`config.mk`:
```
export PLATFORM = sky130hd
export DESIGN_NAME = reg_file
export DESIGN_NICKNAME = d
export VERILOG_FILES = /design/src/rtl/reg_file.sv
export SDC_FILE = /design/constraint.sdc
export NUM_CORES = 2
export LEC_CHECK = 0
export ABC_AREA = 0
export BUFFER_PORTS_ARGS = -buffer_cell sky130_fd_sc_hd__buf_2
export CAP_MARGIN = 5
export CORE_MARGIN = 8
export CORE_UTILIZATION = 50
export CTS_CLUSTER_DIAMETER = 30
export DETAILED_ROUTE_END_ITERATION = 7
export MAX_ROUTING_LAYER = met4
export PLACE_DENSITY_LB_ADDON = 0.3
export SLEW_MARGIN = 30
export SYNTH_ARGS = -nofsm -noshare
export SYNTH_HDL_FRONTEND = slang
export SYNTH_SLANG_ARGS = --single-unit
export TNS_END_PERCENT = 100
```
`constraint.sdc`:
```
create_clock -name clk -period 4.75 [get_ports clk]
set_clock_uncertainty 0.15 [all_clocks]
set_input_delay 0.95 -clock clk [delete_from_list [all_inputs] [get_ports clk]]
set_output_delay 0.95 -clock clk [all_outputs]
set_load 0.01 [all_outputs]
```
`src/rtl/reg_file.sv`:
```
// reg_file: 2**ADDR_W x DATA_W register file, byte-strobed writes, optional bypass, debug port
module reg_file #(
  parameter int DATA_W = 32,
  parameter int ADDR_W = 5,
  parameter bit BYPASS = 1
) (
  input  logic              clk,
  input  logic              rst_n,
  input  logic [ADDR_W-1:0] ra1,
  output logic [DATA_W-1:0] rd1,
  input  logic [ADDR_W-1:0] ra2,
  output logic [DATA_W-1:0] rd2,
  input  logic              we,
  input  logic [ADDR_W-1:0] wa,
  input  logic [DATA_W-1:0] wd,
  input  logic [DATA_W/8-1:0] wstrb,
  input  logic [ADDR_W-1:0] dbg_ra,
  output logic [DATA_W-1:0] dbg_rd,
  output logic [15:0]       wr_cnt
);
  localparam int NR = 2**ADDR_W;
  localparam int NB = DATA_W/8;
  logic [DATA_W-1:0] regs_q [NR];
  logic [DATA_W-1:0] regs_d [NR];
  logic [15:0] wr_cnt_q, wr_cnt_d;
  logic [DATA_W-1:0] bmask, merged;
  logic wr_hit, commit;
  always_comb begin
    bmask = '0;
    for (int i = 0; i < NB; i++) bmask[i*8 +: 8] = {8{wstrb[i]}};
    merged = (wd & bmask) | (regs_q[wa] & ~bmask);
    wr_hit = we && (wa != '0);
    commit = wr_hit && (wstrb != '0);
    regs_d = regs_q;
    if (commit) regs_d[wa] = merged;
    wr_cnt_d = wr_cnt_q + 16'(commit);
  end
  always_ff @(posedge clk or negedge rst_n) begin
    if (!rst_n) begin
      for (int i = 0; i < NR; i++) regs_q[i] <= '0;
      wr_cnt_q <= '0;
    end else begin
      regs_q <= regs_d;
      wr_cnt_q <= wr_cnt_d;
    end
  end
  assign rd1 = (!rst_n || ra1 == '0) ? '0 : (BYPASS && wr_hit && ra1 == wa) ? merged : regs_q[ra1];
  assign rd2 = (!rst_n || ra2 == '0) ? '0 : (BYPASS && wr_hit && ra2 == wa) ? merged : regs_q[ra2];
  assign dbg_rd = (!rst_n || dbg_ra == '0) ? '0 : regs_q[dbg_ra];
  assign wr_cnt = wr_cnt_q;
endmodule

```
# Word-level counts from Yosys, hierarchy flattened
# Index checks and enable logic that the tools add are counted.
[totals]
reg_bits = 1040
elab_cells = 83
output_inout_bits = 112
[classes]
eq_ne = 2
bitwise = 8
order_cmp = 5
muxes = 20
addsub = 1
reduce_logical = 14
[ops]
columns = ["cell", "count"]
rows = [
  ["$bwmux W1024", 1],
  ["$bmux W32 S5", 4],
  ["$mux W32", 14],
  ["$demux W32 S5", 1],
  ["$and A32 B32 Y32", 2],
  ["$not A32 Y32", 1],
  ["$or A32 B32 Y32", 1],
  ["$ge A6 B6 Y1 const B", 4],
  ["$not A5 Y6", 4],
  ["$add A16 B1 Y16", 1],
  ["$logic_not A5 Y1", 3],
  ["$eq A5 B5 Y1", 2],
  ["$lt A6 B1 Y1 const B", 1],
  ["$logic_and A1 B1 Y1", 5],
  ["$reduce_bool A5 Y1", 1],
  ["$reduce_bool A4 Y1", 1],
  ["$logic_or A1 B1 Y1", 3],
  ["$logic_not A1 Y1", 1],
]

# Longest topological paths before layout
[depth]
depth_word = 8
ltp_mapped = 14
depth_no_buf = 9

# Worst setup path before layout
# No wires, ideal clock.
[synth_path]
path_kind = "input-to-output"
startpoint = "input ra2[0]"
endpoint = "output rd2[1]"
path_stages = 7
arrival_ps = 3165
path_slack_ps = 485
path_buffers = 3
cell_sequence = "buf_2 > buf_2 > buf_1 > mux4_2 > mux4_2 > a22oi_1 > nand3_1"
[synth_via]
elab_chain_cells = 6
elab_cells_between_ends = 10
classes_between = "eq/ne: 1; mux: 5; bitwise: 1; reduce/logical: 3"
[synth_lines]
columns = ["element", "line_no", "text"]
rows = [
  ["start: declaration", "11", "input logic [ADDR_W-1:0] ra2,"],
  ["$not A5 Y6 (implied by the code)", "48", "assign rd2 = (!rst_n || ra2 == '0) ? '0 : (BYPASS && wr_hit && ra2 == wa) ? merged : regs_q[ra2];"],
  ["$bmux W32 S5", "48", ""],
  ["$mux W32 (implied by the code) (2 in series)", "48", ""],
  ["$mux W32", "48", ""],
  ["$mux W32 *", "48", ""],
  ["end: declaration", "12", "output logic [DATA_W-1:0] rd2,"],
]
# Mark *: on every way between the ends. The rest lies on a longest branch, timed or not. The select of a mux whose other input is x is not followed.

# Final worst setup path
[layout_path]
startpoint = "input wa[0]"
endpoint = "output rd1[16]"
[layout_via]
elab_chain_cells = 8
elab_cells_between_ends = 12
classes_between = "eq/ne: 1; mux: 5; bitwise: 3; reduce/logical: 3"
[layout_lines]
columns = ["element", "line_no", "text"]
rows = [
  ["start: declaration", "14", "input logic [ADDR_W-1:0] wa,"],
  ["$not A5 Y6 (implied by the code)", "31", "merged = (wd & bmask) | (regs_q[wa] & ~bmask);"],
  ["$bmux W32 S5", "31", ""],
  ["$mux W32 (implied by the code) (2 in series)", "31", ""],
  ["$and A32 B32 Y32", "31", ""],
  ["$or A32 B32 Y32", "31", ""],
  ["$mux W32 * (2 in series)", "47", "assign rd1 = (!rst_n || ra1 == '0) ? '0 : (BYPASS && wr_hit && ra1 == wa) ? merged : regs_q[ra1];"],
  ["end: declaration", "10", "output logic [DATA_W-1:0] rd1,"],
]
# Marks and branches as above.

==> results.md <==
* Status: finished with violations
* Failing checks: DRC
* Max-cap viol count at 0
* Cell internal pwr at 27.8 mW
* Clk_lat worst skew at about 0.86 ns
* Final Max Slew Viols at 0
* Core box area at 0.144 mm^2
* Vias in the first global route at about 60000
* Crit Path Category: input pin to primary output
* Sw power at between 10 and 15 mW
* I/O pin count at approximately 170
* Root buffer cell: clkbuf_16
* Iter 0 DRT Violations at between 9000 and 10000
* Top Family by Delay on Critical Path: compound AO/OA/AOI/OAI gates
* Power share of the combinational group at 0.228
* WL final at approximately 300 mm
* FF-to-FF setup slack at ~1.9 ns
* Worst Hold Class: flip-flop to flip-flop
* Crit. End Element: primary output
* Total power divided by cell area at between 400 and 500 mW/mm^2
* Initial Util at 0.504
* Worst vdd ir at between 300 and 400 uV
* Reg area at 0.0260 mm^2
* Worst-Margin Slew at 1.02 ns
* Min cycle time layout at ~4.7 ns
* Synth top area share at 0.359
* WP data arrival at about 3.6 ns
* Final-report setup violation count at 0
* Die Span Y at slightly below 400 um
* DRC violations left at 1
* Yosys cell types at 84
* Final GP Congestion at between 0.9 and 1
* TNS Setup at 0 ns
* H-tree Lvls at 4
* Seq/Total Area, Yosys at 0.359
* Routed Antenna Nets at 0
* Number of flops mapped to enable cells by yosys at 0
* Hold path cells at 0
* CTS tree: yes
* GR Overflow Total at 0
* Syn nets at a little under 6000
* Clock Pin Slew Worst Setup and Hold Paths at roughly 0.050 ns
* Leakage Power at roughly 37 nW
* Post-synth top area cell: dfrtp_1
* Multi-input gate area at 0.0438 mm^2
* Synth warnings at 0
* Cell Chain, Critical Path: buf_8, or3b_2, o22ai_1, o31ai_1, a221oi_2, a221o_1, buf_2
* RSZ-0062 raised after global routing: true
* First drt pass iteration count at 8
* P&R area growth vs syn at 20.4%
* Share of power burned in the clock network at 0.447
* Hold EP: regs_q[997]
* Hold slack at 0.298 ns
* Worst Path Max Fanout at 22
* FP Rows at 139
* Slowest cell on crit path: or3b_2
* Worst path required time at 3.65 ns
* Final cell count without fillers at between 8000 and 9000
* CTS Sinks at about 1000
* Post-Place Cells at ~7600
* Crit path launch type: input pin
* Post-DP HPWL at between 150 and 200 mm
* Tot Pwr at 40.0 mW
* R2R Path Start: regs_q[29]
* Worst reg2reg path endpoint: regs_q[61]
* Die width at 397 um
* First-pass GRT wire length at approximately 440 mm
* Final instance area at about 0.087 mm^2
* Sw frac at 0.304
* Async SR Flop Fraction at 1.00
* Fmax at between 200 and 250 MHz
* I/O Buffers at 170
* Core Util, Final at 0.607
* Cell count after synthesis at about 5700
* Post-Syn Area at 0.0725 mm^2
* Buf/Inv on CP at 2
* Vias post-DR at roughly 61000
* All-Layer GR Usage at 0.388
* Die area at roughly 0.16 mm^2
* Placed Area at ~0.078 mm^2
* Reg power frac at 0.325
* Worst rel slew slack at 0.317
* Fin worst setup slack at 0.00987 ns
* Launch point of the worst hold path: regs_q[997]
* Layout cells sized above 1 at 0.436
* Most used DFF post-synth: dfrtp_1
* Register-to-Register Path Depth at 5
* Final period utilization at 0.998
* DR vias/cell at 7.59
* Initial antenna violation count at 19
* Largest net degree at the start of global routing at 169
* WL/cell at 37.5 um
* Count of state elements after synthesis at about 1000
* Total CTS buffers at ~240
* Synth top area cells: dfrtp_1 (36%), mux4_2 (27%), mux2_2 (9.4%), mux2i_1 (7.3%), nand2_1 (2.6%)
* Final Hold Viols at 0
* Commonest cells post-synth: dfrtp_1 (1040), mux4_2 (860), mux2_2 (608), mux2i_1 (527), nand2_1 (502)
* Critical path's largest stage delay at between 0.6 and 0.7 ns
* Mean Syn Cell Area at around 13 um^2
* Final Net Count at ~6000
* Dpl ws at around 0.12 ns
* FILL cells at between 10000 and 15000
* CTS Buffer Depth at 3
* Most frequent cell after synthesis: dfrtp_1
[worst max path at each step]
stage / start / to / slack (ns) / cells after the start
3_3_place_gp: wa[0] / rd1[6] / 0.07 / 9
6_report: wa[0] / rd1[16] / 0.01 / 7
3_5_place_dp: wa[1] / rd2[25] / 0.12 / 11
4_1_cts: wa[0] / rd1[6] / 0.09 / 9
5_1_grt: wa[0] / rd1[23] / 0.002 / 8
2_1_floorplan: ra2[0] / rd2[1] / 0.49 / 7
[cell families after synthesis]
| group | Yosys count | share of synthesized area |
|---|---|---|
| compound gates | 1136 | 0.107 |
| buf+inv | 698 | 0.0429 |
| xor+xnor | 24 | 0.00290 |
| flops | 1040 | 0.359 |
| mux | 1995 | 0.435 |
| simple gates | 812 | 0.0528 |
| fa+ha+maj | 3 | 0.000518 |
[layout make-up]
type,count,area share
Antenna cell,21,0.000602
Clock buffer,291,0.0749
Clock inverter,160,0.0257
Inverter,21,0.000932
Multi-Input combinational cell,3970,0.502
Sequential cell,1040,0.298
Tap cell,1903,0.0273
Timing Repair Buffer,664,0.0705
[placed cells by master (no fill, tap or decap), drive strengths merged, types with 14 or more instances in the layout]
cell type / instances
clkinvlp: 35
and3: 14
o21ai: 239
nor2b: 28
buf: 663
mux4: 860
and2: 32
a221o: 14
clkbuf: 291
a211oi: 36
clkinv: 60
nor3: 15
nor2: 52
a22oi: 123
or3b: 34
o211ai: 22
nand3: 39
mux2: 608
diode: 21
nand2: 504
mux2i: 527
o22ai: 100
nand2b: 15
dfrtp: 1040
o221ai: 128
o31ai: 195
xnor2: 15
bufinv: 45
o2bb2ai: 17
inv: 41
or3: 36
a21oi: 163
[repair_timing]
action                     CTS  global route
hold buffers                 1             0
buffers inserted             0             0
gates resized for setup      0             5
hold endpoints to repair     3             0
setup endpoints to repair    0             4
[worst register-to-register path: stages, from the launching register on]
cell and delay [ns]:
dfrtp_1 0.41, mux4_2 0.48, mux4_2 0.50, and2_1 0.18, o32a_1 0.57, mux2_2 0.41
[layer usage]
layer  track usage  vias to the layer above  routed length [um]
li1              -                    23437                   -
met1         0.469                    31081              104000
met2         0.532                     5330              128000
met3         0.159                     1441               46300
met4         0.260                        0               24600
met5             -                        -                   0
[flip-flops by register name, indices dropped and copies added (netlist names)]
signal  flops
wr_cnt     16
regs_q   1024
[power groups by stage]
stage / logic [mW] / clock network, mW / registers [mW]
after floorplan: 6.49 / 0 / 12.1
after global placement: 8.69 / 0 / 12.7
after detailed placement: 8.87 / 0 / 12.9
after CTS: 8.95 / 17.9 / 12.8
after global routing: 9.59 / 18.4 / 13.2
final: 9.12 / 17.9 / 13.0
Power figures use the tool's default switching activity.
